File: config.mk
export PLATFORM = sky130hd
export DESIGN_NAME = lsu_mem_bridge
export DESIGN_NICKNAME = d
export VERILOG_FILES = /design/src/rtl/lsu_pkg.sv /design/src/rtl/lsu_byte_lane.sv /design/src/rtl/lsu_mem_bridge.sv
export SDC_FILE = /design/constraint.sdc
export NUM_CORES = 1
export LEC_CHECK = 0
export BUFFER_PORTS_ARGS = -buffer_cell sky130_fd_sc_hd__buf_2
export CELL_PAD_IN_SITES_DETAIL_PLACEMENT = 0
export CELL_PAD_IN_SITES_GLOBAL_PLACEMENT = 1
export CORE_MARGIN = 2
export CORE_UTILIZATION = 35
export DETAILED_ROUTE_END_ITERATION = 7
export GPL_ROUTABILITY_DRIVEN = 0
export PLACE_DENSITY_LB_ADDON = 0.1
export SLEW_MARGIN = 5
export SYNTH_ARGS = -nofsm -noshare
export SYNTH_HDL_FRONTEND = slang
export SYNTH_SLANG_ARGS = --single-unit
File: constraint.sdc
create_clock -name clk -period 1.6 [get_ports clk]
set_input_delay 0.08 -clock clk [delete_from_list [all_inputs] [get_ports clk]]
set_output_delay 0.08 -clock clk [all_outputs]
set_load 0.1 [all_outputs]
File: src/rtl/lsu_pkg.sv
// rtl/lsu_pkg.sv - funct3 codes, FSM state encoding and lane helpers for lsu_mem_bridge
package lsu_pkg;

  localparam logic [2:0] F3_B  = 3'b000;
  localparam logic [2:0] F3_H  = 3'b001;
  localparam logic [2:0] F3_W  = 3'b010;
  localparam logic [2:0] F3_BU = 3'b100;
  localparam logic [2:0] F3_HU = 3'b101;

  localparam int BYTE_W = 8;
  localparam int HALF_W = 16;
  localparam int WORD_W = 32;

  // Access size lives in funct3[1:0] for both loads and stores.
  localparam logic [1:0] SZ_B = 2'b00;
  localparam logic [1:0] SZ_H = 2'b01;
  localparam logic [1:0] SZ_W = 2'b10;

  typedef enum logic [2:0] {
    IDLE   = 3'd0,
    LD     = 3'd1,
    WR     = 3'd2,
    RMW_RD = 3'd3,
    RMW_WR = 3'd4,
    ERR    = 3'd5,
    RESP   = 3'd6
  } state_e;

  function automatic logic f3_illegal(input logic [2:0] f3);
    return (f3 == 3'b011) || (f3 == 3'b110) || (f3 == 3'b111);
  endfunction

  function automatic logic misaligned(input logic [2:0] f3, input logic [1:0] lo);
    return ((f3[1:0] == SZ_H) && lo[0]) || ((f3[1:0] == SZ_W) && (lo != 2'b00));
  endfunction

  function automatic logic [1:0] align_lo(input logic [2:0] f3, input logic [1:0] lo);
    case (f3[1:0])
      SZ_H:    return {lo[1], 1'b0};
      SZ_W:    return 2'b00;
      default: return lo;
    endcase
  endfunction

endpackage

File: src/rtl/lsu_byte_lane.sv
// rtl/lsu_byte_lane.sv - combinational lane select/extension for loads and lane merge for sub-word stores
module lsu_byte_lane
  import lsu_pkg::*;
(
  input  logic [2:0]        funct3_i,
  input  logic [1:0]        addr_lo_i,
  input  logic [WORD_W-1:0] rword_i,
  input  logic [WORD_W-1:0] wdata_i,
  output logic [WORD_W-1:0] load_data_o,
  output logic [WORD_W-1:0] merged_o
);

  logic [BYTE_W-1:0] byte_sel;
  logic [HALF_W-1:0] half_sel;

  always_comb begin
    case (addr_lo_i)
      2'd0:    byte_sel = rword_i[7:0];
      2'd1:    byte_sel = rword_i[15:8];
      2'd2:    byte_sel = rword_i[23:16];
      default: byte_sel = rword_i[31:24];
    endcase
    half_sel = addr_lo_i[1] ? rword_i[31:16] : rword_i[15:0];
  end

  always_comb begin
    case (funct3_i)
      F3_B:    load_data_o = {{(WORD_W-BYTE_W){byte_sel[BYTE_W-1]}}, byte_sel};
      F3_H:    load_data_o = {{(WORD_W-HALF_W){half_sel[HALF_W-1]}}, half_sel};
      F3_BU:   load_data_o = {{(WORD_W-BYTE_W){1'b0}}, byte_sel};
      F3_HU:   load_data_o = {{(WORD_W-HALF_W){1'b0}}, half_sel};
      default: load_data_o = rword_i;
    endcase
  end

  // Only the addressed lanes take store data; the rest keep the word just read.
  always_comb begin
    merged_o = rword_i;
    case (funct3_i[1:0])
      SZ_B: begin
        case (addr_lo_i)
          2'd0:    merged_o[7:0]   = wdata_i[7:0];
          2'd1:    merged_o[15:8]  = wdata_i[7:0];
          2'd2:    merged_o[23:16] = wdata_i[7:0];
          default: merged_o[31:24] = wdata_i[7:0];
        endcase
      end
      SZ_H: begin
        if (addr_lo_i[1]) merged_o[31:16] = wdata_i[15:0];
        else              merged_o[15:0]  = wdata_i[15:0];
      end
      default: merged_o = wdata_i;
    endcase
  end

endmodule

File: src/rtl/lsu_mem_bridge.sv
// rtl/lsu_mem_bridge.sv - RISC-V load/store to word-memory bridge; LSU_MISALIGN_TRAP_EN selects trapping of illegal accesses
module lsu_mem_bridge
  import lsu_pkg::*;
#(
  parameter int DATA_WIDTH = 32,
  parameter int ADDR_WIDTH = 32
) (
  input  logic                  clk,
  input  logic                  reset,
  input  logic                  req_valid_i,
  output logic                  req_ready_o,
  input  logic                  req_we_i,
  input  logic [2:0]            req_funct3_i,
  input  logic [ADDR_WIDTH-1:0] req_addr_i,
  input  logic [DATA_WIDTH-1:0] req_wdata_i,
  output logic                  rsp_valid_o,
  output logic [DATA_WIDTH-1:0] rsp_rdata_o,
  output logic                  rsp_err_o,
  output logic                  mem_read_o,
  output logic                  mem_write_o,
  output logic [ADDR_WIDTH-1:0] mem_addr_o,
  output logic [DATA_WIDTH-1:0] mem_wdata_o,
  input  logic [DATA_WIDTH-1:0] mem_rdata_i
);

  state_e                state_q, state_d;
  logic                  we_q, we_d;
  logic [2:0]            f3_q, f3_d;
  logic [ADDR_WIDTH-1:0] addr_q, addr_d;
  logic [DATA_WIDTH-1:0] wdata_q, wdata_d;
  logic [DATA_WIDTH-1:0] rdata_q, rdata_d;
  logic [DATA_WIDTH-1:0] merged_q, merged_d;
`ifdef LSU_MISALIGN_TRAP_EN
  logic                  err_q, err_d;
`endif

  logic [2:0]            eff_f3;
  logic [ADDR_WIDTH-1:0] eff_addr;
  logic [DATA_WIDTH-1:0] lane_load;
  logic [DATA_WIDTH-1:0] lane_merged;

  lsu_byte_lane u_lane (
    .funct3_i    (f3_q),
    .addr_lo_i   (addr_q[1:0]),
    .rword_i     (mem_rdata_i),
    .wdata_i     (wdata_q),
    .load_data_o (lane_load),
    .merged_o    (lane_merged)
  );

  // Without trapping, bad requests are coerced into a legal naturally aligned access.
  always_comb begin
`ifdef LSU_MISALIGN_TRAP_EN
    eff_f3   = req_funct3_i;
    eff_addr = req_addr_i;
`else
    eff_f3   = f3_illegal(req_funct3_i) ? F3_W : req_funct3_i;
    eff_addr = {req_addr_i[ADDR_WIDTH-1:2], align_lo(eff_f3, req_addr_i[1:0])};
`endif
  end

  always_comb begin
    state_d  = state_q;
    we_d     = we_q;
    f3_d     = f3_q;
    addr_d   = addr_q;
    wdata_d  = wdata_q;
    rdata_d  = rdata_q;
    merged_d = merged_q;
`ifdef LSU_MISALIGN_TRAP_EN
    err_d    = err_q;
`endif
    case (state_q)
      IDLE: begin
        if (req_valid_i) begin
          we_d    = req_we_i;
          f3_d    = eff_f3;
          addr_d  = eff_addr;
          wdata_d = req_wdata_i;
          rdata_d = '0;
          if (!req_we_i)                  state_d = LD;
          else if (eff_f3[1:0] == SZ_W)   state_d = WR;
          else                            state_d = RMW_RD;
`ifdef LSU_MISALIGN_TRAP_EN
          err_d = f3_illegal(req_funct3_i) || misaligned(req_funct3_i, req_addr_i[1:0]);
          if (err_d) state_d = ERR;
`endif
        end
      end
      LD: begin
        rdata_d = lane_load;
        state_d = RESP;
      end
      WR:     state_d = RESP;
      RMW_RD: begin
        merged_d = lane_merged;
        state_d  = RMW_WR;
      end
      RMW_WR: state_d = RESP;
`ifdef LSU_MISALIGN_TRAP_EN
      ERR:    state_d = RESP;
`endif
      RESP:   state_d = IDLE;
      default: state_d = IDLE;
    endcase
  end

  always_ff @(posedge clk or negedge reset) begin
    if (!reset) begin
      state_q  <= IDLE;
      we_q     <= 1'b0;
      f3_q     <= 3'b000;
      addr_q   <= '0;
      wdata_q  <= '0;
      rdata_q  <= '0;
      merged_q <= '0;
`ifdef LSU_MISALIGN_TRAP_EN
      err_q    <= 1'b0;
`endif
    end else begin
      state_q  <= state_d;
      we_q     <= we_d;
      f3_q     <= f3_d;
      addr_q   <= addr_d;
      wdata_q  <= wdata_d;
      rdata_q  <= rdata_d;
      merged_q <= merged_d;
`ifdef LSU_MISALIGN_TRAP_EN
      err_q    <= err_d;
`endif
    end
  end

  assign req_ready_o = (state_q == IDLE);
  assign mem_read_o  = (state_q == LD) || (state_q == RMW_RD);
  assign mem_write_o = (state_q == WR) || (state_q == RMW_WR);
  assign mem_addr_o  = {addr_q[ADDR_WIDTH-1:2], 2'b00};
  assign rsp_valid_o = (state_q == RESP);
  assign rsp_rdata_o = (rsp_valid_o && !we_q) ? rdata_q : '0;

  always_comb begin
    case (state_q)
      WR:      mem_wdata_o = wdata_q;
      RMW_WR:  mem_wdata_o = merged_q;
      default: mem_wdata_o = '0;
    endcase
  end

`ifdef LSU_MISALIGN_TRAP_EN
  assign rsp_err_o = rsp_valid_o & err_q;
`else
  assign rsp_err_o = 1'b0;
`endif

endmodule

After elaboration in Yosys (flattened, before gate mapping)
Cells that the tools add are included.
- bits in registers: 135
- input port bits: 103
- RAM bits: 0
- bits in read-only memories: 0
- bits in latches: 0
- logic and storage cells: 59
- memories kept: 0
- $add $sub $neg: 0
- multiplexer cells: 20
- div/mod/pow operators: 0
- equal/unequal tests: 17
- shift-type cells: 0
- reductions and logical operators: 15
- multipliers: 0
- order comparisons: 0
- bitwise gates (word level): 0
- operators with widths (cell ; number):
    32-bit one-hot mux with 2 select lines ; 3
    32-bit one-hot mux with 4 select lines ; 1
    32-bit 2-to-1 mux ; 2
    16-bit 2-to-1 mux ; 3
    8-bit 2-to-1 mux ; 4
    8-bit one-hot mux with 3 select lines ; 1
    3-bit equality test, second input constant ; 6
    3-bit by 2-bit equality test with 1-bit output, second input constant ; 3
    3-bit one-hot mux with 3 select lines ; 1
    2-bit by 1-bit equality test with 1-bit output, second input constant ; 3
    3-bit by 1-bit equality test with 1-bit output, second input constant ; 2
    3-bit zero test ; 2
    3-bit 2-to-1 mux ; 2
    3-bit OR reduction ; 2
    2-bit equality test, second input constant ; 2
    2-bit zero test ; 2
    1-bit logical OR ; 4
    2-bit one-hot mux with 2 select lines ; 1
    2-bit AND reduction ; 2
    2-bit 2-to-1 mux ; 1
    2-bit inequality test, second input constant ; 1
    2-bit nonzero test ; 1
    1-bit logical AND ; 1
    1-bit zero test ; 1
    1-bit 2-to-1 mux ; 1

Logic depth before layout (Yosys ltp)
- word-level depth: 9
- mapped depth: 7
- mapped depth without buffers: 4

Modules after synthesis
Synthesis repeated with hierarchy kept, for this count alone.
- cell total of the unflattened synthesis: 794
- area, all modules: 7395.8 sq um
- by module, submodules not included (module ; cells each ; area an instance (sq um) ; sequential area each (sq um) ; times used):
    lsu_mem_bridge ; 558 ; 5853.1 ; 3378.2 ; 1
    lsu_byte_lane ; 236 ; 1542.7 ; 0.0 ; 1

Worst setup path before layout
OpenSTA, ideal clock, no wires.
- path type: register -> register
- start: register state_q[2]
- end: register addr_q[24]
- clock period less this slack: 2.773 ns
- path slack: -1.173 ns
- buffers on the path: 3
- library setup time: 0.117 ns
- cell stages (with the launch flop): 8
- arrival time: 2.656 ns
- cell sequence: dfrtp_1 -> buf_2 -> nor3_2 -> nand2_1 -> clkbuf_1 -> clkbuf_1 -> nand2_1 -> nand2_1
- longest elaborated chain between the ends: 2
- RTL lines (element ; RTL line ; text):
    start, declared ; lsu_mem_bridge.sv:26 ; state_e state_q, state_d;
    start signal, assigned ; lsu_mem_bridge.sv:121 ; state_q <= state_d;
    3-bit zero test ; n/a ;
    net req_ready_o ; lsu_mem_bridge.sv:11 ; output logic req_ready_o,
    2-bit AND reduction (no line) ; n/a ;
    end signal, assigned ; lsu_mem_bridge.sv:124 ; addr_q <= addr_d;
    end, declared ; lsu_mem_bridge.sv:29 ; logic [ADDR_WIDTH-1:0] addr_q, addr_d;
The timed path passes the listed nets, and every way through them passes these cells.
A chain may end at the register's enable or synchronous reset.

Worst setup path in the final report
- start: register state_q[2]
- end: output port mem_wdata_o[18]
- longest elaborated chain between the ends: 2
- RTL lines (element ; RTL line ; text):
    3-bit equality test or 3-bit by 2-bit equality test with 1-bit output (tied branches) ; lsu_mem_bridge.sv:142 ; case (state_q)
    32-bit one-hot mux with 2 select lines (*) ; lsu_mem_bridge.sv:142 ;
    end, declared ; lsu_mem_bridge.sv:22 ; output logic [DATA_WIDTH-1:0] mem_wdata_o,
Every way passes the cells marked *; elsewhere a longest branch is shown, timed or not.

==> key figures <==
Floorplanning
  – DIE AREA: approximately 21,000 sq um
  – Die H: around 150 microns
  – Row cnt: between 50 and 60
  – Starting Density: between 30% and 40%
  – Die width: around 150 microns
  – I/O pin cnt: 204
  – Core Box Area: about 20,000 sq um

Final layout
  – Share of post-route cells with drive strength above 1: approximately 44%
  – Commonest cells after routing, fill and taps aside: nand2_1, dfrtp_1, buf_2
  – ANT cells: 0
  – Most common cell after layout, fill and taps aside: nand2_1
  – Fin nets: roughly 1,200
  – Layout Area Growth over Synthesis: 74.17%

Detailed routing
  – Drt first-iter violations: about 560
  – # DRC: 0
  – WL final: 26.45 mm
  – Routed vias/inst: ~5.2
  – Routed wire per std cell: slightly below 20 microns
  – Remaining antenna violation count after routing: 0
  – Total iterations of the first detailed-routing run: 5
  – Routed vias: a little over 7,000

CTS
  – CTS Buffer Depth: 2
  – CTS tree: done
  – Latest clock arrival within the worst-skew pair: 420 ps
  – Num Clock Sinks: between 100 and 150
  – CTS Buf Count: 17
  – Depth of the CTS H-tree: 4
  – Root Driver: clkbuf_16
  – Reg clk slew, reported paths: about 60 ps

Global route
  – First-pass GRT wire length: between 30 and 40 mm
  – Gr ovfl total: 0
  – Vias in the first global route: roughly 7,200
  – Pin count of the biggest net entering global routing: 52
  – Initial antenna violation count: 0
  – All-Layer GR Usage: 23.28%

Critical path
  – Reg2reg end: rdata_q[24]
  – Crit. End Element: primary output
  – WP data required: 1520 ps
  – Slack of the worst reg-to-reg path: -120 ps
  – Slowest CP cell: dfrtp_1
  – Setup crit start: state_q[2]
  – Largest stage delay, worst path: roughly 400 ps
  – Arrival time worst endpoint: 1850 ps
  – R2R Path Start: addr_q[0]
  – CP Class: flip-flop to primary output
  – Worst setup SP type: flip-flop
  – CP endpoint: mem_wdata_o[18]
  – CP max FO: 5
  – Most used cell along the critical path: buf_6
  – Register-to-Register Path Depth: 5
  – Worst path cell trace: buf_6 -> nor3b_4 -> buf_6 -> clkbuf_16 -> a22o_4 -> buf_12

Placed design
  – Detail Placement HPWL: ~17 mm
  – I/O Buffers: 200

Logic synthesis
  – Ys flop type: dfrtp_1
  – Seq cells post-synth: approximately 140
  – Register area share after synthesis: between 40% and 50%
  – Synth unique cells: 45
  – Cells after synthesis: between 700 and 800
  – Synthesized area per cell: ~9.2 sq um
  – Mapped Area: between 7000 and 8000 sq um
  – Post-synth EDFFs: 0
  – Async SR Flop Fraction: 100.0%
  – Synth warn: 0

Timing
  – Final Setup Violations: roughly 170
  – Final Hold Viols: 0
  – Fmax: approximately 520 MHz
  – Clock Skews: between 6 and 7 ps
  – Fin worst setup slack: -328.2 ps
  – Final period utilization: 120.5%
  – Slew Viols, Final: 0
  – Slew of the pin with the lowest slew margin: around 620 ps
  – Slew HR: between 50% and 60%
  – Crit path time final: slightly below 2000 ps
  – Hold Worst Slack: 24.23 ps
  – RSZ-0062 raised after global routing: yes

Hold path
  – Hold crit path type: input port to flip-flop
  – Hold Path Origin: mem_rdata_i[5]

Job
  – Total of max-cap violations: 0

Run status
  – Failing checks: setup timing
  – Outcome: complete, but fails checks
worst min-delay path by stage:
stage / depth (start not counted) / to / slack, ps
5_1_grt: 2 / rdata_q[24] / 20
6_report: 3 / merged_q[5] / 20
4_1_cts: 3 / state_q[1] / 1
3_5_place_dp: 1 / merged_q[6] / 20
3_3_place_gp: 1 / rdata_q[4] / 20
2_1_floorplan: 0 / addr_q[0] / -220
layout make-up:
type                       count  area (sq um)
fill                        1620          7346
timing repair buffer         384          4131
multi-input combinational    542          3869
sequential                   135          3381
clock buffer                  20         456.7
tap                          265         331.6
clock inverter                11         125.1
inverter                       3         13.76
state kept, by name (all words and copies together), names as in the netlist:
register  cells
addr_q       32
merged_q     32
rdata_q      32
wdata_q      32
f3_q          3
state_q       3
we_q          1
through the flow:
stage	utilization [%]	TNS [ps]	instance area, sq um	setup slack [ps]	cells
after floorplan	-	-44220	7581	-477.6	771
final	62.62	-28250	12310	-328.2	1360
after global routing	62.62	-40460	12310	-414.1	1360
after CTS	60.17	-23750	11830	-339.5	1336
after global placement	50.31	-6866	9887	-232.6	1201
after detailed placement	50.31	-9021	9887	-281.3	1201
cells in the mapped netlist, types with 15 or more instances:
cell | count | share of area (%)
a21oi_1 | 31 | 2.2
a221o_1 | 16 | 2.3
a222oi_1 | 16 | 2.3
a22o_1 | 32 | 4.0
and2_1 | 33 | 2.9
buf_2 | 15 | 1.1
buf_4 | 34 | 3.6
clkbuf_1 | 37 | 2.0
dfrtp_1 | 135 | 48
mux2_2 | 28 | 4.5
nand2_1 | 232 | 12
nor2_1 | 27 | 1.4
o21ai_0 | 40 | 2.8
cells by family (layout without fill, tap and decap cells):
| logic type | count (synthesis) | in the layout | synth area share (%) |
|---|---|---|---|
| compound gates | 176 | 176 | 18.84 |
| other cells | 1 | 3 | 0.05307 |
| simple gates | 323 | 324 | 19.69 |
| flops | 135 | 135 | 47.80 |
| buf+inv | 95 | 418 | 7.436 |
| mux | 39 | 39 | 6.179 |
timing repair:
item / in CTS / in global routing
pin swaps: 57 / 34
hold buffers: 86 / 0
endpoints found under the hold margin: 225 / 0
gates resized for setup: 77 / 46
buffers inserted: 13 / 12
setup endpoints to repair: 128 / 200
cloned: 5 / 13
critical path: cells and delay by family, from the launching register on:
family,cells,cell delay (ps)
and+or+nand+nor,1,150
buffers and inverters,4,610
AOI/OAI and AO/OA,1,260
DFF,1,400
routing by layer:
metal	vias to the layer above	GRT usage (%)	routed length (microns)
li1	3278	-	-
met1	3480	30.44	11530
met2	268	38.66	12860
met3	43	5.469	1386
met4	0	6.845	670
met5	-	0	0
Power is not shown: default switching activity piles up to over one toggle a cycle in this logic, so the estimate is an artifact.
